===== config.mk =====
export PLATFORM = sky130hd
export DESIGN_NAME = hazard_ctrl
export DESIGN_NICKNAME = d
export VERILOG_FILES = /design/src/rtl/hazard_ctrl.sv
export SDC_FILE = /design/constraint.sdc
export NUM_CORES = 1
export LEC_CHECK = 0
export ABC_AREA = 0
export BUFFER_PORTS_ARGS = -buffer_cell sky130_fd_sc_hd__buf_2
export CAP_MARGIN = 30
export CORE_ASPECT_RATIO = 1.75
export CORE_MARGIN = 2
export CORE_UTILIZATION = 45
export DETAILED_ROUTE_END_ITERATION = 10
export HOLD_SLACK_MARGIN = 0.15
export PLACE_DENSITY_LB_ADDON = 0.2
export SETUP_SLACK_MARGIN = 0.4
export SYNTH_ARGS = -nofsm -noshare
export SYNTH_HDL_FRONTEND = slang
export SYNTH_SLANG_ARGS = --single-unit

===== constraint.sdc =====
create_clock -name clk -period 2.92 [get_ports clk]
set_clock_uncertainty 0.15 [all_clocks]
set_input_delay 0.146 -clock clk [delete_from_list [all_inputs] [get_ports clk]]
set_output_delay 0.146 -clock clk [all_outputs]
set_load 0.01 [all_outputs]

===== src/rtl/hazard_ctrl.sv =====
// -----------------------------------------------------------------------------
// hazard_ctrl
//   Pipeline sequencing controller for the 5-stage core. Detects load-use
//   hazards between ID and EX, flushes IF/ID and ID/EX on EX-resolved
//   redirects, and freezes the front of the pipe while a multi-cycle EX op
//   (mul/div) is in flight. A watchdog releases the freeze if the unit never
//   answers. Also produces WB->ID register-file bypass selects and two
//   saturating performance counters.
//
// Parameters
//   MC_TIMEOUT : cycles (start cycle included) before the watchdog releases
//                a multi-cycle stall; 2..65535
//   CNT_W      : performance counter width
//
// Ports
//   clk, rst                    clock, asynchronous active-high reset
//   id_rs1/id_rs2, id_use_rs1/2 ID source operands and their use flags
//   ex_rd, ex_mem_read          EX destination and load flag
//   ex_redirect                 branch taken / jump resolved in EX
//   ex_mc_start, mc_done        multi-cycle unit issue / result-valid
//   wb_reg_write, wb_rd         WB register-file write port
//   pc_en, if_id_en, id_ex_en   pipeline register load enables
//   if_id_flush, id_ex_flush    load NOP / bubble into IF/ID, ID/EX
//   ex_mem_bubble               EX/MEM loads a bubble
//   id_byp_rs1/2                ID takes WB write data instead of RD1/RD2
//   mc_busy                     FSM state (1 = MC_BUSY); doubles as the
//                               state debug output
//   mc_timeout                  sticky watchdog flag
//   stall_cnt, flush_cnt        saturating stall-cycle / redirect counters
//
// Multi-cycle handshake: ex_mc_start is a single-cycle issue pulse from EX;
// the unit answers with a single-cycle mc_done pulse when its result is on
// the EX/MEM inputs. mc_done in the issue cycle means the op finished in one
// cycle and no freeze happens. Between issue and done (or watchdog) the PC,
// IF/ID and ID/EX hold and EX/MEM receives bubbles.
// -----------------------------------------------------------------------------
module hazard_ctrl #(
   parameter int MC_TIMEOUT = 64,
   parameter int CNT_W      = 32
) (
   input  logic             clk,
   input  logic             rst,
   input  logic [4:0]       id_rs1,
   input  logic [4:0]       id_rs2,
   input  logic             id_use_rs1,
   input  logic             id_use_rs2,
   input  logic [4:0]       ex_rd,
   input  logic             ex_mem_read,
   input  logic             ex_redirect,
   input  logic             ex_mc_start,
   input  logic             mc_done,
   input  logic             wb_reg_write,
   input  logic [4:0]       wb_rd,
   output logic             pc_en,
   output logic             if_id_en,
   output logic             if_id_flush,
   output logic             id_ex_en,
   output logic             id_ex_flush,
   output logic             ex_mem_bubble,
   output logic             id_byp_rs1,
   output logic             id_byp_rs2,
   output logic             mc_busy,
   output logic             mc_timeout,
   output logic [CNT_W-1:0] stall_cnt,
   output logic [CNT_W-1:0] flush_cnt
);

   typedef enum logic {
      RUN     = 1'b0,
      MC_BUSY = 1'b1
   } state_t;

   // busy_cnt counts cycles since issue; the watchdog fires on the busy
   // cycle where it reaches MC_TIMEOUT-1, i.e. MC_TIMEOUT cycles in total.
   localparam logic [15:0] BUSY_LAST = 16'(MC_TIMEOUT - 1);

   state_t      state, state_nxt;
   logic [15:0] busy_cnt, busy_cnt_nxt;
   logic        timeout_set;
   logic        redirect_acc;
   logic        lu;

   always_comb begin
      lu = ex_mem_read && (ex_rd != 5'd0) &&
           ((id_use_rs1 && (id_rs1 == ex_rd)) ||
            (id_use_rs2 && (id_rs2 == ex_rd)));
   end

   // Bypass is purely a register-index match and does not depend on state.
   assign id_byp_rs1 = !rst && wb_reg_write && (wb_rd != 5'd0) && (wb_rd == id_rs1);
   assign id_byp_rs2 = !rst && wb_reg_write && (wb_rd != 5'd0) && (wb_rd == id_rs2);

   assign mc_busy = (state == MC_BUSY);

   always_comb begin
      pc_en         = 1'b1;
      if_id_en      = 1'b1;
      id_ex_en      = 1'b1;
      if_id_flush   = 1'b0;
      id_ex_flush   = 1'b0;
      ex_mem_bubble = 1'b0;
      state_nxt     = state;
      busy_cnt_nxt  = busy_cnt;
      timeout_set   = 1'b0;
      redirect_acc  = 1'b0;

      case (state)
         RUN: begin
            if (ex_redirect) begin
               // Wrong-path instructions in IF and ID are squashed; a
               // pending load-use stall belongs to the squashed ID op.
               if_id_flush  = 1'b1;
               id_ex_flush  = 1'b1;
               redirect_acc = 1'b1;
            end else if (ex_mc_start && !mc_done) begin
               pc_en         = 1'b0;
               if_id_en      = 1'b0;
               id_ex_en      = 1'b0;
               ex_mem_bubble = 1'b1;
               busy_cnt_nxt  = 16'd1;
               state_nxt     = MC_BUSY;
            end else if (ex_mc_start) begin
               // single-cycle completion: pipeline flows normally
            end else if (lu) begin
               pc_en       = 1'b0;
               if_id_en    = 1'b0;
               id_ex_flush = 1'b1;
            end
         end
         MC_BUSY: begin
            if (mc_done || (busy_cnt == BUSY_LAST)) begin
               timeout_set = !mc_done;
               state_nxt   = RUN;
               // The ID instruction resumes this cycle, so its load-use
               // check applies just as in RUN.
               if (lu) begin
                  pc_en       = 1'b0;
                  if_id_en    = 1'b0;
                  id_ex_flush = 1'b1;
               end
            end else begin
               pc_en         = 1'b0;
               if_id_en      = 1'b0;
               id_ex_en      = 1'b0;
               ex_mem_bubble = 1'b1;
               busy_cnt_nxt  = busy_cnt + 16'd1;
            end
         end
         default: begin
            state_nxt = RUN;
         end
      endcase

      if (rst) begin
         pc_en         = 1'b0;
         if_id_en      = 1'b0;
         id_ex_en      = 1'b0;
         if_id_flush   = 1'b1;
         id_ex_flush   = 1'b1;
         ex_mem_bubble = 1'b1;
      end
   end

   always_ff @(posedge clk or posedge rst) begin
      if (rst) begin
         state    <= RUN;
         busy_cnt <= 16'd0;
      end else begin
         state    <= state_nxt;
         busy_cnt <= busy_cnt_nxt;
      end
   end

   always_ff @(posedge clk or posedge rst) begin
      if (rst) begin
         mc_timeout <= 1'b0;
      end else if (timeout_set) begin
         mc_timeout <= 1'b1;
      end
   end

   always_ff @(posedge clk or posedge rst) begin
      if (rst) begin
         stall_cnt <= '0;
         flush_cnt <= '0;
      end else begin
         if (!pc_en && (stall_cnt != {CNT_W{1'b1}})) begin
            stall_cnt <= stall_cnt + 1'b1;
         end
         if (redirect_acc && (flush_cnt != {CNT_W{1'b1}})) begin
            flush_cnt <= flush_cnt + 1'b1;
         end
      end
   end

endmodule


==> impl_results.md, run 1 <==
- Largest family of logic cells by synthesized area: simple AND/OR/NAND/NOR gates
- Most common cell after layout, fill and taps aside: buf_2
- Compound-gate portion of the synthesized area: 0.0342
- Die Wd: 78.7 um
- Total clock buffers created by CTS: 9
- FF-to-FF setup slack: 0.45 ns
- Max Cap Violations: 0
- Gp weighted congestion: 0.838
- Achievable Freq: 404 MHz
- Hold path startpoint: ex_redirect
- Crit path launch: busy_cnt[0]
- CP Class: flop to primary output
- Most frequent cells in the layout: 100 x buf_2, 81 x dfrtp_1, 48 x xor2_1
- Worst hold path depth: 4
- Slew Limit Fails: 0
- Residual DRC: 0
- Cell Area, Synth: 4390 um^2
- Simple-gate portion of the synthesized area: 0.271
- DR WL/cell: 15.8 um
- Sequential area share after synthesis: 0.467
- Final-stage net count: 579
- Post-Syn Nets: 455
- P&R area growth vs syn: 26.8%
- CTS tree: built
- Core ar.: 9470 um^2
- YS warnings: 0
- Hold Vio Cnt, Final: 0
- Post-synthesis mux area share: 0.0142
- Reg2Reg Capture Point: stall_cnt[1]
- Initial antenna violation count: 0
- Clk Tree Root Cell: clkbuf_16
- Worst-Skew Late Latency: 0.33 ns
- DR vias: 3616
- Avg Cell Area, Syn: 10.4 um^2
- Ant diodes: 0
- Post-Syn Instances: 423
- Main flop type after synthesis: dfrtp_1
- Flops & latches, synth: 82
- H-Tree Depth: 3
- Peak supply drop: 0.357 mV
- Yosys top cell area share: 0.467
- Initial core utilization: 0.464
- Longest Clk Path Bufs: 2
- Detailed placement HPWL: 7680 um
- Adder and majority cell fraction of the synthesized area: 0.00855
- GRT overflow: 0
- Die area: 10600 um^2
- Worst reg2reg path startpoint: busy_cnt[0]
- Num rows: 47
- Clock slew seen by the registers of the worst setup and hold paths: 0.06 ns
- Reg2reg path depth: 10
- Synth top area cells: dfrtp_1 47%, xor2_1 9.6%, xnor2_1 8.4%
- Lkg Pwr: 2.52 nW
- Critical Path RT: 2.62 ns
- Fin crit period: 2.48 ns
- Synth cell types: 52
- Min Hold Slack: 0.183 ns
- Crit path launch type: flop
- Total I/O pin count: 103
- WL final: 10600 um
- Die Y: 135 um
- Async S/R FF share, synth: 1.00
- First-pass GRT wire length: 17700 um
- CP Capture Type: primary output
- Run status: completed
- Worst path arrival time: 2.18 ns
- RSZ-0062 raised after global routing: yes
- Drt pass-1 iters: 5
- Share of cells above drive strength 1: 0.312
- Period utilization: 0.848
- Final setup viols: 0
- Leading area contributor after synthesis: dfrtp_1
- Synth Area in XOR/XNOR: 0.179
- Total track usage: 0.210
- Power per standard cell area: 605 nW/um^2
- Fin Setup TNS: 0 ns
- Vias in the first global route: 3750
- Rel. slew slack: 0.609
- Crit-path cells: ha_2, and4bb_2, a41oi_2, or2_4, nor2_4, inv_2, a31oi_4, buf_6, buf_6
- Hold/Removal Path Class: input port to flop
- Worst Max-Slew Pin Slew: 0.586 ns
- Vias per inst: 5.37
- Number of port buffers: 102
- Largest net degree at the start of global routing: 47
- Post-synth EDFFs: 0
- Worst path slowest cell: dfrtp_1
- Clock Sinks: 82
- Post-route ant nets: 0
- CP peak stage delay: 0.40 ns
- Crit path top cell by count: buf_6
- CP max FO: 7
- 1st-iter DRT viols: 86
- Hold Path End: busy_cnt[3]
[worst max-delay path by stage]
stage / to / slack [ns] / cells after the start
3_3_place_gp: stall_cnt[31] / 0.31 / 10
4_1_cts: pc_en / 0.39 / 9
5_1_grt: pc_en / 0.33 / 9
3_5_place_dp: stall_cnt[31] / 0.22 / 10
6_report: if_id_en / 0.44 / 9
2_1_floorplan: stall_cnt[1] / 0.41 / 11
[per-layer routing]
layer | GRT usage | routed length, um
met1 | 0.246 | 4200
met4 | 0.0887 | 214
met2 | 0.365 | 5630
met3 | 0.0481 | 562
met5 | 0 | 0
[per-stage QoR]
step / std cells / total power, W / util / instance area (um^2) / worst slack [ns]
floorplan: 423 / 0.00185 / - / 4400 / 0.406
global route: 673 / 0.00356 / 0.588 / 5570 / 0.335
CTS: 667 / 0.00339 / 0.579 / 5480 / 0.389
detailed placement: 647 / 0.00213 / 0.537 / 5080 / 0.219
finish: 673 / 0.00337 / 0.588 / 5570 / 0.442
global placement: 647 / 0.00211 / 0.537 / 5080 / 0.313
[sequential cells by signal, summed over array words and instances (netlist names)]
name        flops
stall_cnt      32
mc_timeout      1
flush_cnt      32
mc_busy         1
busy_cnt       16
[report_power, final]
part           leakage [nW]  internal (W)  total, W  switching [W]
combinational          1.32      0.000317  0.000671       0.000354
sequential             1.06       0.00129   0.00148       0.000194
clock                 0.152      0.000769   0.00122       0.000447
[kinds of logic after synthesis]
family | after synthesis
xor gates and xnor gates | 90
adders and majority gates | 3
buffers and inverters | 22
DFF | 82
AOI/OAI and AO/OA | 19
muxes | 5
and+or+nand+nor | 202
[final cells by class]
| type | count | area, um^2 |
|---|---|---|
| Tap cell | 122 | 153 |
| Clock inverter | 4 | 76.3 |
| Timing Repair Buffer | 125 | 708 |
| Multi-Input combinational cell | 319 | 2300 |
| Clock buffer | 11 | 243 |
| Sequential cell | 82 | 2050 |
| Fill cell | 815 | 3900 |
| Inverter | 10 | 41.3 |
[critical path, delay by kind of cell, from the launching register on]
kind,cells,cell delay [ns]
fa+ha+maj,1,0.19
simple gates,3,0.62
buf+inv,3,0.33
compound gates,2,0.31
flops,1,0.40
[what timing repair did]
item | in CTS | in global routing
buffers inserted | 3 | 6
resized for setup | 9 | 9
hold buffers | 2 | 0
endpoints found under the setup margin | 22 | 22
hold endpoints to repair | 48 | 0
pin swaps | 2 | 5
[synthesized netlist by cell type (5+ instances only)]
library cell  count
and4_1           11
dfrtp_1          82
inv_1             9
nand2_1          31
nand3_1          29
nand4_1          18
nor2_1           35
nor3_1           20
nor4_1           14
nor4b_2           5
xnor2_1          42
xor2_1           48
Note: power is estimated with default switching activity, not from simulation.
==> inputs of run 2 (changes only) <==
- ABC_AREA: 0 -> 1
- clock period: 2.92 -> 2.6 ns (I/O delays scaled with it)
==> run 2 against run 1 <==
Effect of this change:
- the flow now finishes with violations (design-rule violations)
- synthesized cell count grew 77%
- combinational power rose by 25%
- non-clock buffer count is 8 higher
- critical path depth up 1
- flip-flop and latch count is the same
- die area is 19% higher
- clock power up 7%
- largest cell class unchanged
==> impl_results.md, run 2 <==
- Run status: complete, but fails checks
- Failing checks: design-rule violations
- Hold Vio Cnt, Final: 0 (unchanged)
- P&R area growth vs syn: 24.3%
- Flops & latches, synth: 82 (unchanged)
- Clock Sinks: 82 (unchanged)
- Worst reg2reg path startpoint: busy_cnt[1]
- FF-to-FF setup slack: 0.50 ns (+0.05 ns)
- Total track usage: 0.234 (+0.0236)
- Die Wd: 85.8 um (+9.1%)
- CP Capture Type: primary output
- Synth cell count leaders: 241 x nand2_1, 82 x dfrtp_1, 80 x inv_1, 77 x nor2_1, 74 x nand3_1
- Core ar.: 11500 um^2 (+22%)
- Lkg Pwr: 3.38 nW (+34%)
- Post-layout util: 0.569 (-0.0190)
- Rel. slew slack: 0.702 (+0.0922)
- Clk Tree Root Cell: clkbuf_16
- Delay-heaviest family, CP: simple AND/OR/NAND/NOR gates
- First-pass GRT wire length: 23800 um (+34%)
- Share of cells above drive strength 1: 0.201 (-0.111)
- Most frequent cells in the layout: 238 x nand2_1, 102 x buf_2, 79 x dfrtp_1
- Sequential area share after synthesis: 0.389 (-0.0782)
- Fin Setup TNS: 0 ns (unchanged)
- Synth cell types: 35 (-33%)
- Yosys top cell area share: 0.389 (-0.0782)
- Worst-Skew Late Latency: 0.34 ns (about the same)
- Final Cell Area: 6560 um^2 (+18%)
- Worst path depth: 10 (+1)
- Leading area contributor after synthesis: dfrtp_1
- Slew Limit Fails: 0 (unchanged)
- Top-count cell post-synth: nand2_1
- Crit-path cells: ha_2, nand2_2, nor3_4, nand3_2, nand2_4, nand2_8, nor2_4, nand3_4, inv_2, buf_2
- Number of port buffers: 102 (unchanged)
- 1st-iter DRT viols: 298 (+250%)
- Gp weighted congestion: 0.921 (+9.9%)
- Worst Max-Slew Pin Slew: 0.447 ns (-0.138 ns)
- Largest net degree at the start of global routing: 83 (+77%)
- YS warnings: 0 (unchanged)
- GRT overflow: 0 (unchanged)
- Reg2Reg Capture Point: stall_cnt[29]
- Die area: 12600 um^2 (+19%)
- Post-route ant nets: 0 (unchanged)
- Reg2reg path depth: 13 (+3)
- Synth top area cells: dfrtp_1 39%, nand2_1 17%, nand3_1 7.0%
- Achievable Freq: 467 MHz
- CTS tree: built
- H-Tree Depth: 3 (unchanged)
- RSZ-0062 raised after global routing: yes
- Worst path slowest cell: dfrtp_1
- Crit path launch type: flop
- Ant diodes: 0 (unchanged)
- Peak supply drop: 0.396 mV (+11%)
- Largest registers: flush_cnt (32), stall_cnt (32), busy_cnt (16)
- Cell Area, Synth: 5280 um^2 (+20%)
- CP peak stage delay: 0.36 ns (-0.04 ns)
- Post-route setup slack: 0.459 ns (+0.0166 ns)
- CP Class: flop to primary output
- DR vias: 5377 (+49%)
- Critical Path RT: 2.32 ns (-0.30 ns)
- Detailed placement HPWL: 10800 um (+41%)
- CP max FO: 4 (-3)
- Vias per inst: 5.29 (-1.6%)
- Post-synth EDFFs: 0 (unchanged)
- Num rows: 52 (+11%)
- Post-Syn Nets: 780 (+71%)
- Final-stage net count: 909 (+57%)
- Worst slack at placement: 0.308 ns (+0.0882 ns)
- Most common cell after layout, fill and taps aside: nand2_1
- Final setup viols: 0 (unchanged)
- Crit path launch: busy_cnt[1]
- Initial core utilization: 0.458 (-0.00579)
- Worst path arrival time: 1.86 ns (-0.32 ns)
- Initial antenna violation count: 0 (unchanged)
- Post-Syn Instances: 748 (+77%)
- Max Cap Violations: 0 (unchanged)
- WP buf/inv: 2 (-1)
- Total clock buffers created by CTS: 9 (unchanged)
- Async S/R FF share, synth: 1.00 (unchanged)
- WL final: 14700 um (+38%)
- Total I/O pin count: 103 (unchanged)
- Fin crit period: 2.14 ns
- Vias in the first global route: 5180 (+38%)
- Placed cell area: 5990 um^2 (+18%)
- Power per standard cell area: 572 nW/um^2 (-5.4%)
- Hold/Removal Path Class: input port to flop
- Period utilization: 0.823
- Die Y: 147 um (+9.3%)
- Residual DRC: 10 (+10)
- Drt pass-1 iters: 8 (+3)
- Clock slew seen by the registers of the worst setup and hold paths: 0.06 ns (about the same)
- Avg Cell Area, Syn: 7.05 um^2 (-32%)
- DR WL/cell: 14.4 um (-8.4%)
- Longest Clk Path Bufs: 2 (unchanged)
- Setup crit end: if_id_en
- Main flop type after synthesis: dfrtp_1
## run 2: stage by stage
| stage | hold slack (ns) | instances | power, W |
|---|---|---|---|
| floorplan | 0.143 | 748 | 0.00207 |
| global placement | 0.227 | 980 | 0.00235 |
| detailed placement | 0.224 | 980 | 0.00238 |
| CTS | 0.313 | 1010 | 0.00371 |
| global route | 0.274 | 1017 | 0.00393 |
| finish | 0.204 | 1017 | 0.00375 |
## run 2: worst min-delay path, stage by stage
cell and delay [ns]:
buf_2 0.09, nor2_1 0.05, nand2_2 0.21, nand2_1 0.08
nor2_1 0.08
## run 2: per-layer routing
layer  wire, um  up-vias  track usage  part of all wire
met2       7560      177        0.414              0.51
li1           -     2640            -                 -
met5          0        -            0                 0
met3        647       37       0.0343             0.044
met4        485        0        0.113             0.033
met1       5990     2523        0.271              0.41
## run 2: kinds of logic (layout without fill, tap and decap cells)
group,Yosys count,count (layout),synth area share
DFF,82,82,0.389
AOI/OAI and AO/OA,33,33,0.0353
and+or+nand+nor,465,465,0.383
buffers and inverters,98,232,0.0742
muxes,1,1,0.00190
adders and majority gates,3,3,0.00712
xor gates and xnor gates,66,66,0.110
## run 2: power by group
part	internal, W	switching, W
registers	0.00142	0.000192
clock network	0.000796	0.000503
logic	0.000357	0.000479
## run 2: final cells by class
class	count	area (um^2)
clock inverters	2	35.0
fillers	1097	4960
flip-flops and latches	82	2060
well taps	135	169
multi-input cells	568	2900
inverters	83	319
repair buffers	133	811
clock buffers	14	264
## run 2: how the worst min path moves through the flow
stage	from	to	slack [ns]	cells after the start
after detailed placement	rst	flush_cnt[3]	0.22	3
after floorplan	rst	id_ex_en	0.14	1
after CTS	ex_redirect	flush_cnt[13]	0.31	7
final	ex_redirect	busy_cnt[10]	0.20	5
after global placement	rst	flush_cnt[0]	0.23	3
after global routing	ex_redirect	busy_cnt[10]	0.27	5
## run 2: what timing repair did
item / in CTS / in global routing
gates cloned: 0 / 1
pin swaps: 4 / 6
setup buffers: 12 / 6
gates resized for setup: 5 / 20
setup endpoints to repair: 47 / 68
hold endpoints to repair: 83 / 0
hold buffers: 2 / 0
